File: src/rtl/ber_pkg.sv
// Shared definitions for the bit-error-rate meter: tracker states and
// default parameter values used by the top level and its tap line.
package ber_pkg;

    typedef enum logic {
        HUNT = 1'b0,
        LOCK = 1'b1
    } ber_state_e;

    localparam int DEF_SEQ_LEN      = 511;
    localparam int DEF_CNT_W        = 64;
    localparam int DEF_LOCK_MAX_ERR = 8;
    localparam int DEF_LOSS_ERR     = 64;
    localparam int RELOCK_W         = 16;

endpackage

File: src/rtl/ber_tap_line.sv
// Reference-bit delay line with a selectable tap. Tap k presents the
// transmitted bit delayed k+1 accepted samples (the value before this
// sample's shift).
module ber_tap_line
    import ber_pkg::*;
#(
    parameter  int SEQ_LEN = DEF_SEQ_LEN,
    localparam int SHIFT_W = $clog2(SEQ_LEN)
) (
    input  logic               clk,
    input  logic               reset,
    input  logic               i_shift_en,
    input  logic               i_sx,
    input  logic [SHIFT_W-1:0] i_sel,
    output logic               o_tap
);

    logic [SEQ_LEN-1:0] r_line;

    // Shift the new reference bit in at index 0 on every accepted sample.
    // NOTE: the delay line is reset because a known all-zero history is part
    // of the lock behaviour; a plain data memory would normally be left unreset.
    // NOTE: sequential state always uses non-blocking assignment so every
    // register samples pre-edge values regardless of block ordering.
    always_ff @(posedge clk or posedge reset) begin
        if (reset) begin
            r_line <= '0;
        end else if (i_shift_en) begin
            r_line <= {r_line[SEQ_LEN-2:0], i_sx};
        end
    end

    assign o_tap = r_line[i_sel];

endmodule

File: src/rtl/ber_meter.sv
// Bit-error-rate meter. Hunts for the delay between the transmitted and
// received streams by sweeping every tap of a reference delay line over
// one sequence period each, locks on the best tap, then counts compared
// bits and errors until a window shows too many errors.
module ber_meter
    import ber_pkg::*;
#(
    parameter  int SEQ_LEN      = DEF_SEQ_LEN,
    parameter  int CNT_W        = DEF_CNT_W,
    parameter  int LOCK_MAX_ERR = DEF_LOCK_MAX_ERR,
    parameter  int LOSS_ERR     = DEF_LOSS_ERR,
    localparam int SHIFT_W      = $clog2(SEQ_LEN)
) (
    input  logic                clk,
    input  logic                reset,
    input  logic                enable,
    input  logic                valid,
    input  logic                sx,
    input  logic                dx,
    input  logic                clear,
    output logic                locked,
    output logic                error_flag,
    output logic [CNT_W-1:0]    error_count,
    output logic [CNT_W-1:0]    bit_count,
    output logic [SHIFT_W-1:0]  lock_shift,
    output logic [RELOCK_W-1:0] relock_count
);

    // One extra bit lets all-ones stay above any real window total.
    localparam int                 ERR_W    = SHIFT_W + 1;
    localparam logic [SHIFT_W-1:0] LAST_IDX = SHIFT_W'(SEQ_LEN - 1);

    ber_state_e          r_state,      w_state_nxt;
    logic [SHIFT_W-1:0]  r_shift,      w_shift_nxt;
    logic [ERR_W-1:0]    r_best_err,   w_best_err_nxt;
    logic [SHIFT_W-1:0]  r_best_shift, w_best_shift_nxt;
    logic [SHIFT_W-1:0]  r_win_cnt,    w_win_cnt_nxt;
    logic [ERR_W-1:0]    r_win_err,    w_win_err_nxt;
    logic [SHIFT_W-1:0]  r_lock_shift, w_lock_shift_nxt;
    logic [CNT_W-1:0]    r_error_count;
    logic [CNT_W-1:0]    r_bit_count;
    logic [RELOCK_W-1:0] r_relock_count;

    logic                w_accept;
    logic [SHIFT_W-1:0]  w_sel;
    logic                w_tap;
    logic                w_e;
    logic [ERR_W-1:0]    w_total;
    logic                w_win_end;
    logic [ERR_W-1:0]    w_cand_err;
    logic [SHIFT_W-1:0]  w_cand_shift;
    logic                w_lost;

    assign w_accept  = enable & valid;
    assign w_sel     = (r_state == LOCK) ? r_lock_shift : r_shift;
    assign w_e       = w_tap ^ dx;
    assign w_total   = r_win_err + ERR_W'(w_e);
    assign w_win_end = (r_win_cnt == LAST_IDX);

    // Best-so-far including the window that is ending now.
    assign w_cand_err   = (w_total < r_best_err) ? w_total : r_best_err;
    assign w_cand_shift = (w_total < r_best_err) ? r_shift : r_best_shift;

    ber_tap_line #(
        .SEQ_LEN    (SEQ_LEN)
    ) u_tap_line (
        .clk        (clk),
        .reset      (reset),
        .i_shift_en (w_accept),
        .i_sx       (sx),
        .i_sel      (w_sel),
        .o_tap      (w_tap)
    );

    // Tracker state, sweep bookkeeping and window accumulators.
    always_ff @(posedge clk or posedge reset) begin
        if (reset) begin
            r_state      <= HUNT;
            r_shift      <= '0;
            r_best_err   <= '1;
            r_best_shift <= '0;
            r_win_cnt    <= '0;
            r_win_err    <= '0;
            r_lock_shift <= '0;
        end else begin
            r_state      <= w_state_nxt;
            r_shift      <= w_shift_nxt;
            r_best_err   <= w_best_err_nxt;
            r_best_shift <= w_best_shift_nxt;
            r_win_cnt    <= w_win_cnt_nxt;
            r_win_err    <= w_win_err_nxt;
            r_lock_shift <= w_lock_shift_nxt;
        end
    end

    // Window accounting and HUNT/LOCK decisions taken at each window end.
    always_comb begin
        // NOTE: every output of this block is defaulted first so no path
        // leaves a signal unassigned and no latch is inferred.
        w_state_nxt      = r_state;
        w_shift_nxt      = r_shift;
        w_best_err_nxt   = r_best_err;
        w_best_shift_nxt = r_best_shift;
        w_win_cnt_nxt    = r_win_cnt;
        w_win_err_nxt    = r_win_err;
        w_lock_shift_nxt = r_lock_shift;
        w_lost           = 1'b0;

        if (w_accept) begin
            if (!w_win_end) begin
                w_win_cnt_nxt = r_win_cnt + SHIFT_W'(1);
                w_win_err_nxt = w_total;
            end else begin
                w_win_cnt_nxt = '0;
                w_win_err_nxt = '0;
                case (r_state)
                    HUNT: begin
                        if (w_total == '0) begin
                            // Error-free window: lock on this tap at once.
                            w_state_nxt      = LOCK;
                            w_lock_shift_nxt = r_shift;
                            w_shift_nxt      = '0;
                            w_best_err_nxt   = '1;
                        end else if (r_shift == LAST_IDX) begin
                            // Sweep complete: lock on the best tap if good enough.
                            w_shift_nxt      = '0;
                            w_best_err_nxt   = '1;
                            w_best_shift_nxt = '0;
                            if (int'(w_cand_err) <= LOCK_MAX_ERR) begin
                                w_state_nxt      = LOCK;
                                w_lock_shift_nxt = w_cand_shift;
                            end
                        end else begin
                            w_best_err_nxt   = w_cand_err;
                            w_best_shift_nxt = w_cand_shift;
                            w_shift_nxt      = r_shift + SHIFT_W'(1);
                        end
                    end
                    LOCK: begin
                        if (int'(w_total) > LOSS_ERR) begin
                            w_state_nxt    = HUNT;
                            w_shift_nxt    = '0;
                            w_best_err_nxt = '1;
                            w_lost         = 1'b1;
                        end
                    end
                    default: w_state_nxt = HUNT;
                endcase
            end
        end
    end

    // Saturating statistics; clear wins over any same-cycle increment.
    always_ff @(posedge clk or posedge reset) begin
        if (reset) begin
            r_error_count  <= '0;
            r_bit_count    <= '0;
            r_relock_count <= '0;
        end else if (enable) begin
            if (clear) begin
                r_error_count  <= '0;
                r_bit_count    <= '0;
                r_relock_count <= '0;
            end else begin
                if (w_accept && (r_state == LOCK)) begin
                    if (r_bit_count != '1) begin
                        r_bit_count <= r_bit_count + CNT_W'(1);
                    end
                    if (w_e && (r_error_count != '1)) begin
                        r_error_count <= r_error_count + CNT_W'(1);
                    end
                end
                if (w_lost && (r_relock_count != '1)) begin
                    r_relock_count <= r_relock_count + RELOCK_W'(1);
                end
            end
        end
    end

    assign locked       = (r_state == LOCK);
    assign error_flag   = (r_error_count != '0);
    assign error_count  = r_error_count;
    assign bit_count    = r_bit_count;
    assign lock_shift   = r_lock_shift;
    assign relock_count = r_relock_count;

endmodule

File: config.mk
export PLATFORM = sky130hd
export DESIGN_NAME = ber_meter
export DESIGN_NICKNAME = d
export VERILOG_FILES = /design/src/rtl/ber_pkg.sv /design/src/rtl/ber_tap_line.sv /design/src/rtl/ber_meter.sv
export SDC_FILE = /design/constraint.sdc
export NUM_CORES = 2
export LEC_CHECK = 0
export CAP_MARGIN = 20
export CORE_MARGIN = 10
export CORE_UTILIZATION = 35
export CTS_CLUSTER_DIAMETER = 80
export DETAILED_ROUTE_END_ITERATION = 6
export GPL_TIMING_DRIVEN = 1
export PLACE_DENSITY_LB_ADDON = 0.12
export SKIP_LAST_GASP = 1
export SLEW_MARGIN = 20
export SYNTH_ARGS = -nofsm -noshare
export SYNTH_HDL_FRONTEND = slang
export SYNTH_SLANG_ARGS = --single-unit
File: constraint.sdc
create_clock -name clk -period 40.4 [get_ports clk]
set_input_delay 8.08 -clock clk [delete_from_list [all_inputs] [get_ports clk]]
set_output_delay 8.08 -clock clk [all_outputs]
set_load 0.01 [all_outputs]
==> results.md <==
* Clock Skew at 21.26 ps
* Post-synth EDFFs at 0
* Initial antenna violation count at 0
* Area Overhead vs Synth at 15.42%
* FF+latch count, synth at 712
* Number of global-route vias before repair at 29,410
* Vias per inst at 5.254
* Sequential share of the synthesized area at 49.13%
* Crit-path max FO at 44
* Die area at 117,000 sq um
* Gate Count Post-Synth at 4,408
* Clk slew on worst S/H paths at 60 ps
* Drt initial violations at 2,698
* Pins over their slew limit at 0
* Finish-stage setup viols at 0
* Layout cell share with drive strength beyond 1 at 6.378%
* RSZ-0062 raised after global routing: no
* CP max stage delay at 820 ps
* Placer Congestion at 0.7911
* Fin crit period at 13,510 ps
* Cts-stage hold buffer count at 0
* Final Cycle Share at 33.43%
* Status: finished clean
* Yosys cell types at 84
* Layout Nets at 4,457
* Area contributors post-synth: dfrtp_1, nand2_1, nor2_1, nand3_1, clkbuf_1
* Synthesized area at 36,290 sq um
* Crit-path cells: clkdlybuf4s50_1, xnor2_4, inv_2, ha_1, nand2_1, xor2_1, inv_1, ha_1, a21o_1, a21o_1, a21o_1, a21oi_1, o311ai_1, mux2i_1, a21oi_1, nor3_2, mux2_2
* WHS at 478.7 ps
* Top-Level Pins at 162
* Avg Inst Size Synth at 8.232 sq um
* Residual DRC count at 0
* Maximum clock insertion buffer count at 3
* Largest net degree at the start of global routing at 223
* Synth area leader: dfrtp_1
* First-pass GRT wire length at 175,800 um
* Post-Route WL at 110,400 um
* Critical Path RT at 40,930 ps
* Top cells by count, synth: nand2_1, dfrtp_1, nor2_1
* Die Span X at 342.0 um
* Total number of vias at 30,900
* Top-count cell post-synth: nand2_1
* Synth top area share at 48.41%
* Tot GR Track Use at 18.42%
* Asr flop ratio synth at 100.0%
* Critical setup path kind: in2reg
* Worst-Skew Late Latency at 660 ps
* Crit path buffers/inverters at 3
* CTS tree: built
* I/O Buffers at 161
* Max cap viols at 0
* Worst IR Drop VDD at 26.06 uV
* Worst slew pin tran at 1120 ps
* Global route overflow at 0
* Hpwl dp at 65,680 um
* CP Capture Type: register
* Setup Total Neg Slack at 0 ps
* # resized after CTS at 0
* CTS Buf Count at 87
* Slew Limit Headroom at 25.32%
* Post-synthesis net count at 4,434
* H-tree Lvls at 3
* Core outline area at 103,200 sq um
* CTS Root Cell: clkbuf_16
* Clock sink count at 712
* Family with the most delay on the worst path: buffers and inverters
* Die span in y at 342.0 um
* Cell mode on critical path: a21o_1
* Filler instances at 10,400
* Worst path slowest cell: xnor2_4
* Antenna viol nets, final at 0
* Design area at 41,880 sq um
* Placement Cell Area at 38,880 sq um
* Wirelength per Cell at 18.77 um
* Initial Util at 35.16%
* Post-CTS setup buffer count at 0
* P_leak at 19.55 nW
* DR pass1 iterations at 5
* Hold Vio Cnt, Final at 0
* Row count at 118
* Most common flop cell mapped by yosys: dfrtp_1
* Worst endpoint data arrival time at 14,040 ps
* Yosys warns at 0
* CP Launch Type: input pin
* Power per standard cell area at 40.65 nW/um^2
* Hold WC Path Type: reg2reg
* Maximum clock frequency at 74.04 MHz
-- power breakdown --
part / switching (mW) / total [mW] / internal (mW)
Clock: 0.321 / 0.824 / 0.503
Combinational: 0.0798 / 0.125 / 0.0455
Sequential: 0.0235 / 0.753 / 0.729
Total: 0.425 / 1.70 / 1.28
-- logic make-up after synthesis --
logic type,synth area share (%)
buffers and inverters,4.162
xor gates and xnor gates,2.055
muxes,3.610
AOI/OAI and AO/OA,10.92
and+or+nand+nor,29.46
adders and majority gates,0.6551
DFF,49.13
-- tightest hold or removal path, cell delays in order (launching register included) --
cell and delay [ps]:
dfrtp_1 340, nand2_1 50, nand2_1 50
-- sequential cells by signal (all words and copies together), names as in the netlist --
register and flops:
r_shift 9, error_count 64, r_win_err 10, bit_count 64
lock_shift 9, r_best_err 10, r_best_shift 9, u_tap_line.r_line 511
relock_count 16, locked 1, r_win_cnt 9
-- placed cells by master (no fill, tap or decap), drive strengths merged, types with 56 or more instances in the layout --
cell and instances:
nand2 1805, dfrtp 702, nor2 315, clkdlybuf4s50 160
nand3 156, clkbuf 136, o21ai 112, a21oi 79
o22ai 77, nor3 76, inv 65, xor2 64
nand4 56
-- per-stage QoR --
| step | worst slack [ps] | utilization, % | power, mW | cells |
|---|---|---|---|---|
| 6_report | 26890 | 40.58 | 1.703 | 5881 |
| 5_1_grt | 26460 | 40.58 | 1.773 | 5880 |
| 4_1_cts | 26900 | 40.58 | 1.728 | 5880 |
| 3_5_place_dp | 26240 | 37.68 | 0.8934 | 5722 |
| 3_3_place_gp | 26280 | 37.68 | 0.8930 | 5722 |
| 2_1_floorplan | 12370 | - | 0.8454 | 4408 |
-- layer usage --
metal  share of wire [%]  track usage (%)  wire (um)
met4                 2.4            5.621       2659
met2                  44            28.00      48810
met5                   0                0          0
met3                 5.2            2.698       5731
met1                  48            26.78      53170
-- path summary, 6_finish.rpt --
check,startpoint,to,slack (ps),cells after the start
max,dx,lock_shift[5],26890,17
min,u_tap_line.r_line[510],u_tap_line.r_line[510],480,2
max reg2reg,lock_shift[0],lock_shift[5],30170,25
min reg2reg,u_tap_line.r_line[510],u_tap_line.r_line[510],480,2
max in group asynchronous,reset,u_tap_line.r_line[246],29440,5
min in group asynchronous,reset,bit_count[21],7950,2
-- layout make-up --
class                   instances  area (sq um)  share of cell area [%]
repair buffers                215          2062                   4.923
inverters                      61         236.5                  0.5646
multi-input cells            3354         17020                   40.64
diodes                          1         2.502                0.005975
flip-flops and latches        712         17840                   42.59
well taps                    1380          1727                   4.123
clock buffers                 136          2666                   6.366
clock inverters                22         329.1                  0.7857
(Power assumes the default switching activity.)
